<file path="src/rtl/wave_meas.sv">
// Loopback measurement receiver: detects rising mid-level crossings with hysteresis,
// then reports the average period and the max/min/peak-to-peak of each NCYC-period window.
module wave_meas #(
  parameter int DW      = 14,
  parameter int MID     = 8192,
  parameter int HYST    = 256,
  parameter int NCYC    = 16,
  parameter int TMO_CYC = 1048576,
  parameter int CW      = 24
) (
  input  logic          clk,
  input  logic          rst_n,
  input  logic          en,
  input  logic [DW-1:0] ADC_out,
  output logic [CW-1:0] period,
  output logic [DW-1:0] vmax,
  output logic [DW-1:0] vmin,
  output logic [DW-1:0] pkpk,
  output logic          meas_valid,
  output logic          no_signal
);

  localparam int NSH = $clog2(NCYC);
  localparam int NW  = NSH + 1;
  localparam int TW  = $clog2(TMO_CYC) + 1;

  localparam logic [DW-1:0] TH_HI    = DW'(MID + HYST);
  localparam logic [DW-1:0] TH_LO    = DW'(MID - HYST);
  localparam logic [NW-1:0] NCR_LAST = NW'(NCYC - 1);
  localparam logic [TW-1:0] TMO_LAST = TW'(TMO_CYC - 1);

  localparam logic [1:0] S_IDLE = 2'd0;
  localparam logic [1:0] S_ARM  = 2'd1;
  localparam logic [1:0] S_MEAS = 2'd2;

  function automatic logic [DW-1:0] umax(input logic [DW-1:0] a, input logic [DW-1:0] b);
    return (a > b) ? a : b;
  endfunction

  function automatic logic [DW-1:0] umin(input logic [DW-1:0] a, input logic [DW-1:0] b);
    return (a < b) ? a : b;
  endfunction

  function automatic logic [CW-1:0] cnt_sat_inc(input logic [CW-1:0] c);
    return (&c) ? c : c + CW'(1);
  endfunction

  function automatic logic [TW-1:0] tcnt_sat_inc(input logic [TW-1:0] c);
    return (&c) ? c : c + TW'(1);
  endfunction

  logic [DW-1:0] s_q;
  logic          st_q, st_d;
  logic [1:0]    fsm_q, fsm_d;
  logic [CW-1:0] cnt_q, cnt_d;
  logic [NW-1:0] ncr_q, ncr_d;
  logic [TW-1:0] tcnt_q, tcnt_d;
  logic [DW-1:0] mx_q, mx_d, mn_q, mn_d;
  logic [CW-1:0] period_q, period_d;
  logic [DW-1:0] vmax_q, vmax_d, vmin_q, vmin_d, pkpk_q, pkpk_d;
  logic          mv_q, mv_d, ns_q, ns_d;

  logic          rise, tmo;
  logic [DW-1:0] win_max, win_min;

  assign rise    = !st_q && (s_q >= TH_HI);
  assign tmo     = (tcnt_q == TMO_LAST);
  assign win_max = umax(mx_q, s_q);
  assign win_min = umin(mn_q, s_q);

  always_comb begin
    st_d     = st_q;
    fsm_d    = fsm_q;
    cnt_d    = cnt_q;
    ncr_d    = ncr_q;
    mx_d     = mx_q;
    mn_d     = mn_q;
    period_d = period_q;
    vmax_d   = vmax_q;
    vmin_d   = vmin_q;
    pkpk_d   = pkpk_q;
    mv_d     = 1'b0;
    ns_d     = ns_q;

    if (!en) st_d = 1'b0;
    else if (!st_q && (s_q >= TH_HI)) st_d = 1'b1;
    else if (st_q && (s_q <= TH_LO)) st_d = 1'b0;

    tcnt_d = (rise || !en || fsm_q == S_IDLE) ? '0 : tcnt_sat_inc(tcnt_q);

    if (!en) begin
      fsm_d = S_IDLE;
    end else begin
      case (fsm_q)
        S_IDLE: begin
          cnt_d = '0;
          ncr_d = '0;
          fsm_d = S_ARM;
        end
        S_ARM: begin
          if (rise) begin
            cnt_d = CW'(1);
            ncr_d = '0;
            mx_d  = s_q;
            mn_d  = s_q;
            fsm_d = S_MEAS;
          end else if (tmo) begin
            ns_d = 1'b1;
          end
        end
        S_MEAS: begin
          cnt_d = cnt_sat_inc(cnt_q);
          mx_d  = win_max;
          mn_d  = win_min;
          if (rise) begin
            if (ncr_q == NCR_LAST) begin
              // Completing rise publishes the window and opens the next one with no gap.
              period_d = cnt_q >> NSH;
              vmax_d   = win_max;
              vmin_d   = win_min;
              pkpk_d   = win_max - win_min;
              mv_d     = 1'b1;
              ns_d     = 1'b0;
              cnt_d    = CW'(1);
              ncr_d    = '0;
              mx_d     = s_q;
              mn_d     = s_q;
            end else begin
              ncr_d = ncr_q + NW'(1);
            end
          end else if (tmo) begin
            ns_d  = 1'b1;
            fsm_d = S_ARM;
          end
        end
        default: fsm_d = S_IDLE;
      endcase
    end
  end

  always_ff @(posedge clk or negedge rst_n) begin
    if (!rst_n) begin
      st_q     <= 1'b0;
      fsm_q    <= S_IDLE;
      cnt_q    <= '0;
      ncr_q    <= '0;
      tcnt_q   <= '0;
      period_q <= '0;
      vmax_q   <= '0;
      vmin_q   <= '0;
      pkpk_q   <= '0;
      mv_q     <= 1'b0;
      ns_q     <= 1'b0;
    end else begin
      st_q     <= st_d;
      fsm_q    <= fsm_d;
      cnt_q    <= cnt_d;
      ncr_q    <= ncr_d;
      tcnt_q   <= tcnt_d;
      period_q <= period_d;
      vmax_q   <= vmax_d;
      vmin_q   <= vmin_d;
      pkpk_q   <= pkpk_d;
      mv_q     <= mv_d;
      ns_q     <= ns_d;
    end
  end

  // Sample and window extremes are data only; they are always loaded before use.
  always_ff @(posedge clk) begin
    s_q  <= ADC_out;
    mx_q <= mx_d;
    mn_q <= mn_d;
  end

  assign period     = period_q;
  assign vmax       = vmax_q;
  assign vmin       = vmin_q;
  assign pkpk       = pkpk_q;
  assign meas_valid = mv_q;
  assign no_signal  = ns_q;

endmodule

</file>
<file path="config.mk">
export PLATFORM = sky130hd
export DESIGN_NAME = wave_meas
export DESIGN_NICKNAME = d
export VERILOG_FILES = /design/src/rtl/wave_meas.sv
export SDC_FILE = /design/constraint.sdc
export NUM_CORES = 1
export LEC_CHECK = 0
export ABC_AREA = 1
export CAP_MARGIN = 0
export CORE_ASPECT_RATIO = 0.9
export CORE_MARGIN = 5
export CORE_UTILIZATION = 30
export CTS_CLUSTER_DIAMETER = 40
export DETAILED_ROUTE_END_ITERATION = 8
export PLACE_DENSITY = 0.61
export SYNTH_ARGS = -nofsm -noshare
export SYNTH_HDL_FRONTEND = slang
export SYNTH_SLANG_ARGS = --single-unit
</file>
<file path="constraint.sdc">
create_clock -name clk -period 3.4 [get_ports clk]
set_clock_uncertainty 0.2 [all_clocks]
set_input_delay 0.51 -clock clk [delete_from_list [all_inputs] [get_ports clk]]
set_output_delay 0.51 -clock clk [all_outputs]
set_load 0.01 [all_outputs]
</file>
==> results of run 1 <==
[state kept, by name, indices dropped and copies added (netlist names), 5 cells and up]
register,count
cnt_q,24
tcnt_q,21
period,20
mn_q,14
mx_q,14
pkpk,14
s_q,14
vmax,14
vmin,14
ncr_q,5
[cell type report]
type,count,area [um2]
clock inverter,14,134
multi-input combinational,712,4330
sequential,159,4050
fill,2771,16300
inverter,132,495
tap,360,450
clock buffer,18,450
timing repair buffer,209,1840
[worst max-delay path, cell delays in order, from the launching register on]
cell	delay, ps
edfxtp_1	440
ha_4	270
nand2_4	70
nor2_4	40
buf_4	120
buf_4	130
a21oi_4	170
nand2_4	90
nand2_4	130
nor2_4	40
a21oi_2	120
ha_2	190
inv_2	50
fa_2	390
nand3_2	80
nand2_2	80
a21oi_4	140
o21ai_2	80
or2_4	220
a31oi_1	180
[synth_stat cells, drive strengths merged]
master  instances  share of area [%]
a21o            2               0.18
nand4          19                1.5
nand3b          2               0.18
nor4            6               0.69
o31ai           1              0.088
dfrtp         117                 34
clkbuf         10               0.44
nor3           23                1.7
a21oi          42                2.5
clkinv          2              0.088
o211a           1               0.12
inv           130                5.7
xor2            9               0.92
conb            1              0.044
a31oi          10               0.73
nand3          46                3.0
and3            1              0.073
dfxtp          14                3.3
edfxtp         28                9.8
nor3b           2               0.18
ha             48                7.0
xnor2           5               0.51
nor2           65                3.2
buf            18                1.4
nand2         265                 12
o22ai           2               0.15
fa              1               0.23
a21boi          2               0.18
o21a            4               0.35
o21ai         146                9.2
or3             1              0.073
or2             4               0.29
[power breakdown]
group	switching (mW)	internal, mW
sequential	0.104	2.12
combinational	1.81	1.50
clock	0.915	1.02
total	2.83	4.63
[per-layer routing]
layer | share of wire (%) | up-vias | track usage [%] | routed length (um)
met4 | 1.1 | 0 | 3.70 | 259
li1 | - | 3808 | - | -
met1 | 47 | 3624 | 20.5 | 11500
met2 | 48 | 163 | 25.0 | 11700
met3 | 4.4 | 19 | 3.26 | 1090
met5 | 0 | - | 0 | 0
[logic make-up after synthesis]
kind of cell               Yosys count
AOI/OAI and AO/OA                  210
xor gates and xnor gates            14
adders and majority gates           49
buffers and inverters              160
DFF                                159
other                                1
and+or+nand+nor                    434
[worst max path at each step]
| stage | from | end | slack, ps |
|---|---|---|---|
| final | mx_q[11]$_DFFE_PP_ | pkpk[12]$_DFFE_PN0P_ | 60 |
| after global routing | s_q[12]$_DFF_P_ | pkpk[13]$_DFFE_PN0P_ | -120 |
| after CTS | s_q[11]$_DFF_P_ | pkpk[12]$_DFFE_PN0P_ | -30 |
| after detailed placement | s_q[13]$_DFF_P_ | pkpk[12]$_DFFE_PN0P_ | -220 |
| after global placement | s_q[10]$_DFF_P_ | pkpk[12]$_DFFE_PN0P_ | -170 |
| after floorplan | s_q[13]$_DFF_P_ | pkpk[12]$_DFFE_PN0P_ | 0.9 |
[what timing repair did]
| item | 4_1_cts | 5_1_grt |
|---|---|---|
| gates cloned | 0 | 2 |
| endpoints found under the setup margin | 8 | 10 |
| hold endpoints to repair | 13 | 0 |
| pin swaps | 11 | 31 |
| hold buffers | 1 | 0 |
| gates resized for setup | 38 | 72 |
| setup buffers | 6 | 10 |
==> impl_metrics.csv, run 1 <==
group,metric,value,unit
worst_setup_path,crit_fanout,5,
place,hpwl,18.1,mm
sta,relSlewSlack,61.1,%
cells_and_area,mostFrequentLayoutCells,"nand2_1, buf_4, dfrtp_1",
sta,fin_ws,63.4,ps
worst_setup_path,r2r_start,"mx_q[11]$_DFFE_PP_",
routing,drt_wl_total,24.5,mm
routing,post_drt_wl_per_cell,15.3,um
worst_setup_path,criticalPathCategory,"reg2reg",
logic_synthesis,synth_xor_area_share,1.43,%
worst_setup_path,rr_worst_depth,19,
sta,final.setup.tns,0,ps
hold_path,holdPathEnd,"tcnt_q[18]$_DFFE_PN0P_",
floorplanning,rows,58,
routing,ant_nets,0,
power_and_ir_drop,cellLeakagePower,5.34,nW
global_route,gr-usage-all-layers,15.2,%
floorplanning,ios,85,
clocking,cts_tree,"built",
worst_setup_path,timing.rr.end,"pkpk[12]$_DFFE_PN0P_",
place,io_buffers,80,
floorplanning,die_y,170,um
global_route,grt_max_degree,64,
logic_synthesis,ys_types,49,
logic_synthesis,synth_top_family_by_area,"simple AND/OR/NAND/NOR gates",
sta,worst-slew-pin-transition,580,ps
sta,min_period,3340,ps
logic_synthesis,syn-instance-count,1027,
logic_synthesis,synth_adder_area_share,7.24,%
floorplanning,dieArea,32000,um2
routing,drc,0,
sta,min_period_over_period,98.1,%
power_and_ir_drop,power,7.46,mW
clocking,htree_levels,4,
cells_and_area,fin_area,11800,um2
clocking,clk_pin_slew,70,ps
routing,drt_first_iter_violations,508,
clocking,root_buffer,"clkbuf_16",
logic_synthesis,synth_simple_gate_area_share,22.9,%
routing,vias,7614,
floorplanning,core_area,28100,um2
routing,drtPass1Iterations,7,
hold_path,min_from,"tcnt_q[18]$_DFFE_PN0P_",
worst_setup_path,end_kind,"flop",
status,status,"finished clean",
cells_and_area,n_antenna_cell,0,
clocking,cts_sinks,159,
clocking,cts_max_path_buffers,2,
sta,drv_slew,0,
floorplanning,die_w,188,um
power_and_ir_drop,ir_drop,0.415,mV
worst_setup_path,worstPathArrival,3490,ps
logic_synthesis,ys_seq_area_share,47.3,%
cells_and_area,area_growth_syn_to_layout,37.3,%
place,placed_area,10500,um2
worst_setup_path,worstPathRequired,3550,ps
logic_synthesis,synth_compound_area_share,13.4,%
global_route,antenna_found_initial,0,
sta,max_freq,0.300,GHz
logic_synthesis,ys_ff_latch,159,
sta,setup_viol,0,
logic_synthesis,synth_warnings,0,
sta,hold_violations,0,
hold_path,whs_path_depth,1,
sta,holdWs,263,ps
place,dp_cells,1553,
place,dpl_worst_slack,-219,ps
cells_and_area,layout_commonest_cell,"nand2_1",
run,maxCapViolations,0,
hold_path,worstHoldPathType,"reg2reg",
logic_synthesis,avgSynthCellArea,8.34,um2
power_and_ir_drop,power_density,634,nW/um2
global_route,grt_pass1_vias,7405,
logic_synthesis,syn_area,8570,um2
global_route,grt_first_pass_wirelength,39.0,mm
cells_and_area,fin_cells,1604,
floorplanning,start_util,30.5,%
cells_and_area,final_nets,1297,
place,place.gp.congestion,0.915,
worst_setup_path,startpoint_type,"flop",
clocking,cts_made_buffers,17,
cells_and_area,drive_above_1_share,23.8,%
routing,vias_per_cell,4.75,
cells_and_area,fin_util,41.9,%
worst_setup_path,ff2ff_setup_slack,60,ps
clocking,clock_latency,440,ps
logic_synthesis,synth.area.mux_share,0,%
global_route,grt-ovfl-total,0,
sta,rsz0062_at_grt,"true",
Power figures use the tool's default switching activity.
==> run 2: changes to the inputs <==
SKIP_CTS_REPAIR_TIMING = 1   (was unset)
==> run 2 against run 1 <==
Effect of this change:
- the run now ends with setup timing left
- worst setup slack got worse by 140 ps
- first-iteration DRC count shrank 3.7%
- power barely moved
- critical path type unchanged
- critical endpoint unchanged
- largest power group unchanged
==> impl_metrics.csv, run 2 (same netlist as run 1, synthesis figures left out) <==
group,metric,value,unit
status,status,"finished with violations",
status,violations,"setup timing",
clocking,cts_tree,"built",
sta,holdWs,264,ps
worst_setup_path,startpoint_type,"flop",
place,placed_area,10500,um2
hold_path,worstHoldPathType,"in2async",
place,place.gp.congestion,0.915,
run,maxCapViolations,0,
cells_and_area,layout_commonest_cell,"nand2_1",
clocking,root_buffer,"clkbuf_16",
routing,drt_wl_total,24.7,mm
power_and_ir_drop,cellLeakagePower,5.34,nW
floorplanning,ios,85,
routing,drtPass1Iterations,7,
power_and_ir_drop,p_seq_share,29.7,%
sta,hold_violations,0,
worst_setup_path,criticalPathCategory,"reg2reg",
global_route,gr-usage-all-layers,15.0,%
routing,post_drt_wl_per_cell,15.4,um
power_and_ir_drop,sw_frac_of_total,37.9,%
clocking,cts_max_path_buffers,2,
global_route,grt-ovfl-total,0,
floorplanning,dieArea,32000,um2
worst_setup_path,crit_chain,"ha_4 -> nand2_4 -> nor2_4 -> nand2_1 -> nor2_2 -> nand4_1 -> buf_6 -> nand2_8 -> nor2_4 -> a21oi_2 -> ha_2 -> inv_2 -> fa_2 -> nand3_2 -> nand2_2 -> a21oi_4 -> o21ai_2 -> or2_4 -> a31oi_1",
global_route,grt_first_pass_wirelength,38.5,mm
power_and_ir_drop,pwr-share-clk,25.8,%
worst_setup_path,crit_path_max_incr_delay,440,ps
worst_setup_path,end_kind,"flop",
routing,drt_first_iter_violations,489,
sta,worst-slew-pin-transition,588,ps
worst_setup_path,crit_fanout,5,
worst_setup_path,worst_path_most_repeated_cell,"nor2_4",
sta,max_freq,0.288,GHz
cells_and_area,drive_above_1_share,23.3,%
worst_setup_path,worstPathRequired,3550,ps
cells_and_area,largest_reg_flops,24,
global_route,grt_pass1_vias,7274,
cells_and_area,largest_register,"cnt_q",
floorplanning,core_area,28100,um2
power_and_ir_drop,p_int,4.64,mW
routing,vias,7557,
sta,fin_ws,-71.6,ps
worst_setup_path,worstPathArrival,3620,ps
sta,setup_viol,1,
clocking,clock_latency,440,ps
place,io_buffers,80,
routing,ant_nets,0,
floorplanning,die_w,188,um
cells_and_area,n_antenna_cell,0,
sta,drv_slew,0,
power_and_ir_drop,p_sw,2.83,mW
global_route,grt_max_degree,64,
power_and_ir_drop,power_density,636,nW/um2
sta,min_period_over_period,102,%
cells_and_area,final_nets,1296,
clocking,cts_made_buffers,17,
global_route,antenna_found_initial,0,
floorplanning,rows,58,
clocking,htree_levels,4,
place,hpwl,18.1,mm
routing,vias_per_cell,4.71,
cells_and_area,fin_area,11700,um2
cells_and_area,mostFrequentLayoutCells,"nand2_1, dfrtp_1, buf_4",
power_and_ir_drop,ir_drop,0.416,mV
sta,min_period,3470,ps
clocking,cts_sinks,159,
floorplanning,die_y,170,um
power_and_ir_drop,p_comb_share,44.5,%
routing,drc,0,
sta,relSlewSlack,60.5,%
cells_and_area,area_growth_syn_to_layout,37.1,%
clocking,clk_pin_slew,70,ps
worst_setup_path,cpMaxStageDelayCell,"edfxtp_1",
floorplanning,start_util,30.5,%
sta,rsz0062_at_grt,"true",
==> run 2: per-layer routing <==
metal	wire [um]	vias to the layer above	track usage, %
li1	-	3802	-
met1	11600	3583	20.4
met2	11700	148	24.5
met3	1030	24	3.28
met4	313	0	3.67
met5	0	-	0
==> run 2: cell type report <==
type | count | area (um2)
tap | 360 | 450
fill | 2799 | 16300
inverter | 132 | 495
multi-input combinational | 712 | 4320
clock buffer | 18 | 450
sequential | 159 | 4050
clock inverter | 14 | 134
timing repair buffer | 208 | 1840
==> run 2: worst paths after layout <==
kind                                             start                endpoint  slack, ps  depth (start not counted)
worst max-delay path                mx_q[11]$_DFFE_PP_    pkpk[12]$_DFFE_PN0P_        -70                         19
worst min-delay path                             rst_n     vmax[5]$_DFFE_PN0P_        260                          2
min in group clk                tcnt_q[18]$_DFFE_PN0P_  tcnt_q[18]$_DFFE_PN0P_        260                          1
worst max register to register      mx_q[11]$_DFFE_PP_    pkpk[12]$_DFFE_PN0P_        -70                         19
max in group asynchronous                        rst_n   cnt_q[12]$_DFFE_PN0P_       1940                          3
worst min register to register  tcnt_q[18]$_DFFE_PN0P_  tcnt_q[18]$_DFFE_PN0P_        260                          1
==> run 2: worst max-delay path, delay by kind of cell (launching register included) <==
family                   cells  cell delay, ps
adder cells (fa/ha/maj)      3             910
flip-flops                   1             440
AND/OR/NAND/NOR             10            1080
buffers and inverters        2             210
AO/OA/AOI/OAI                4             570
==> run 2: power groups by stage <==
| stage | logic, mW | clock network, mW | registers (mW) |
|---|---|---|---|
| after floorplan | 1.47 | 0 | 2.22 |
| after global placement | 2.57 | 0 | 2.24 |
| after detailed placement | 2.60 | 0 | 2.25 |
| after CTS | 2.61 | 1.96 | 2.21 |
| after global routing | 3.64 | 2.05 | 2.23 |
| final | 3.32 | 1.93 | 2.22 |
==> run 2: through the flow <==
step	total power [mW]	std cells	setup WS, ps	util, %	TNS (ps)
2_1_floorplan	3.70	1030	0.897	-	0
3_3_place_gp	4.82	1553	-166	37.5	-231
3_5_place_dp	4.84	1553	-219	37.5	-618
4_1_cts	6.78	1585	-275	39.6	-844
5_1_grt	7.93	1603	-213	41.8	-821
6_report	7.47	1603	-71.6	41.8	-71.6
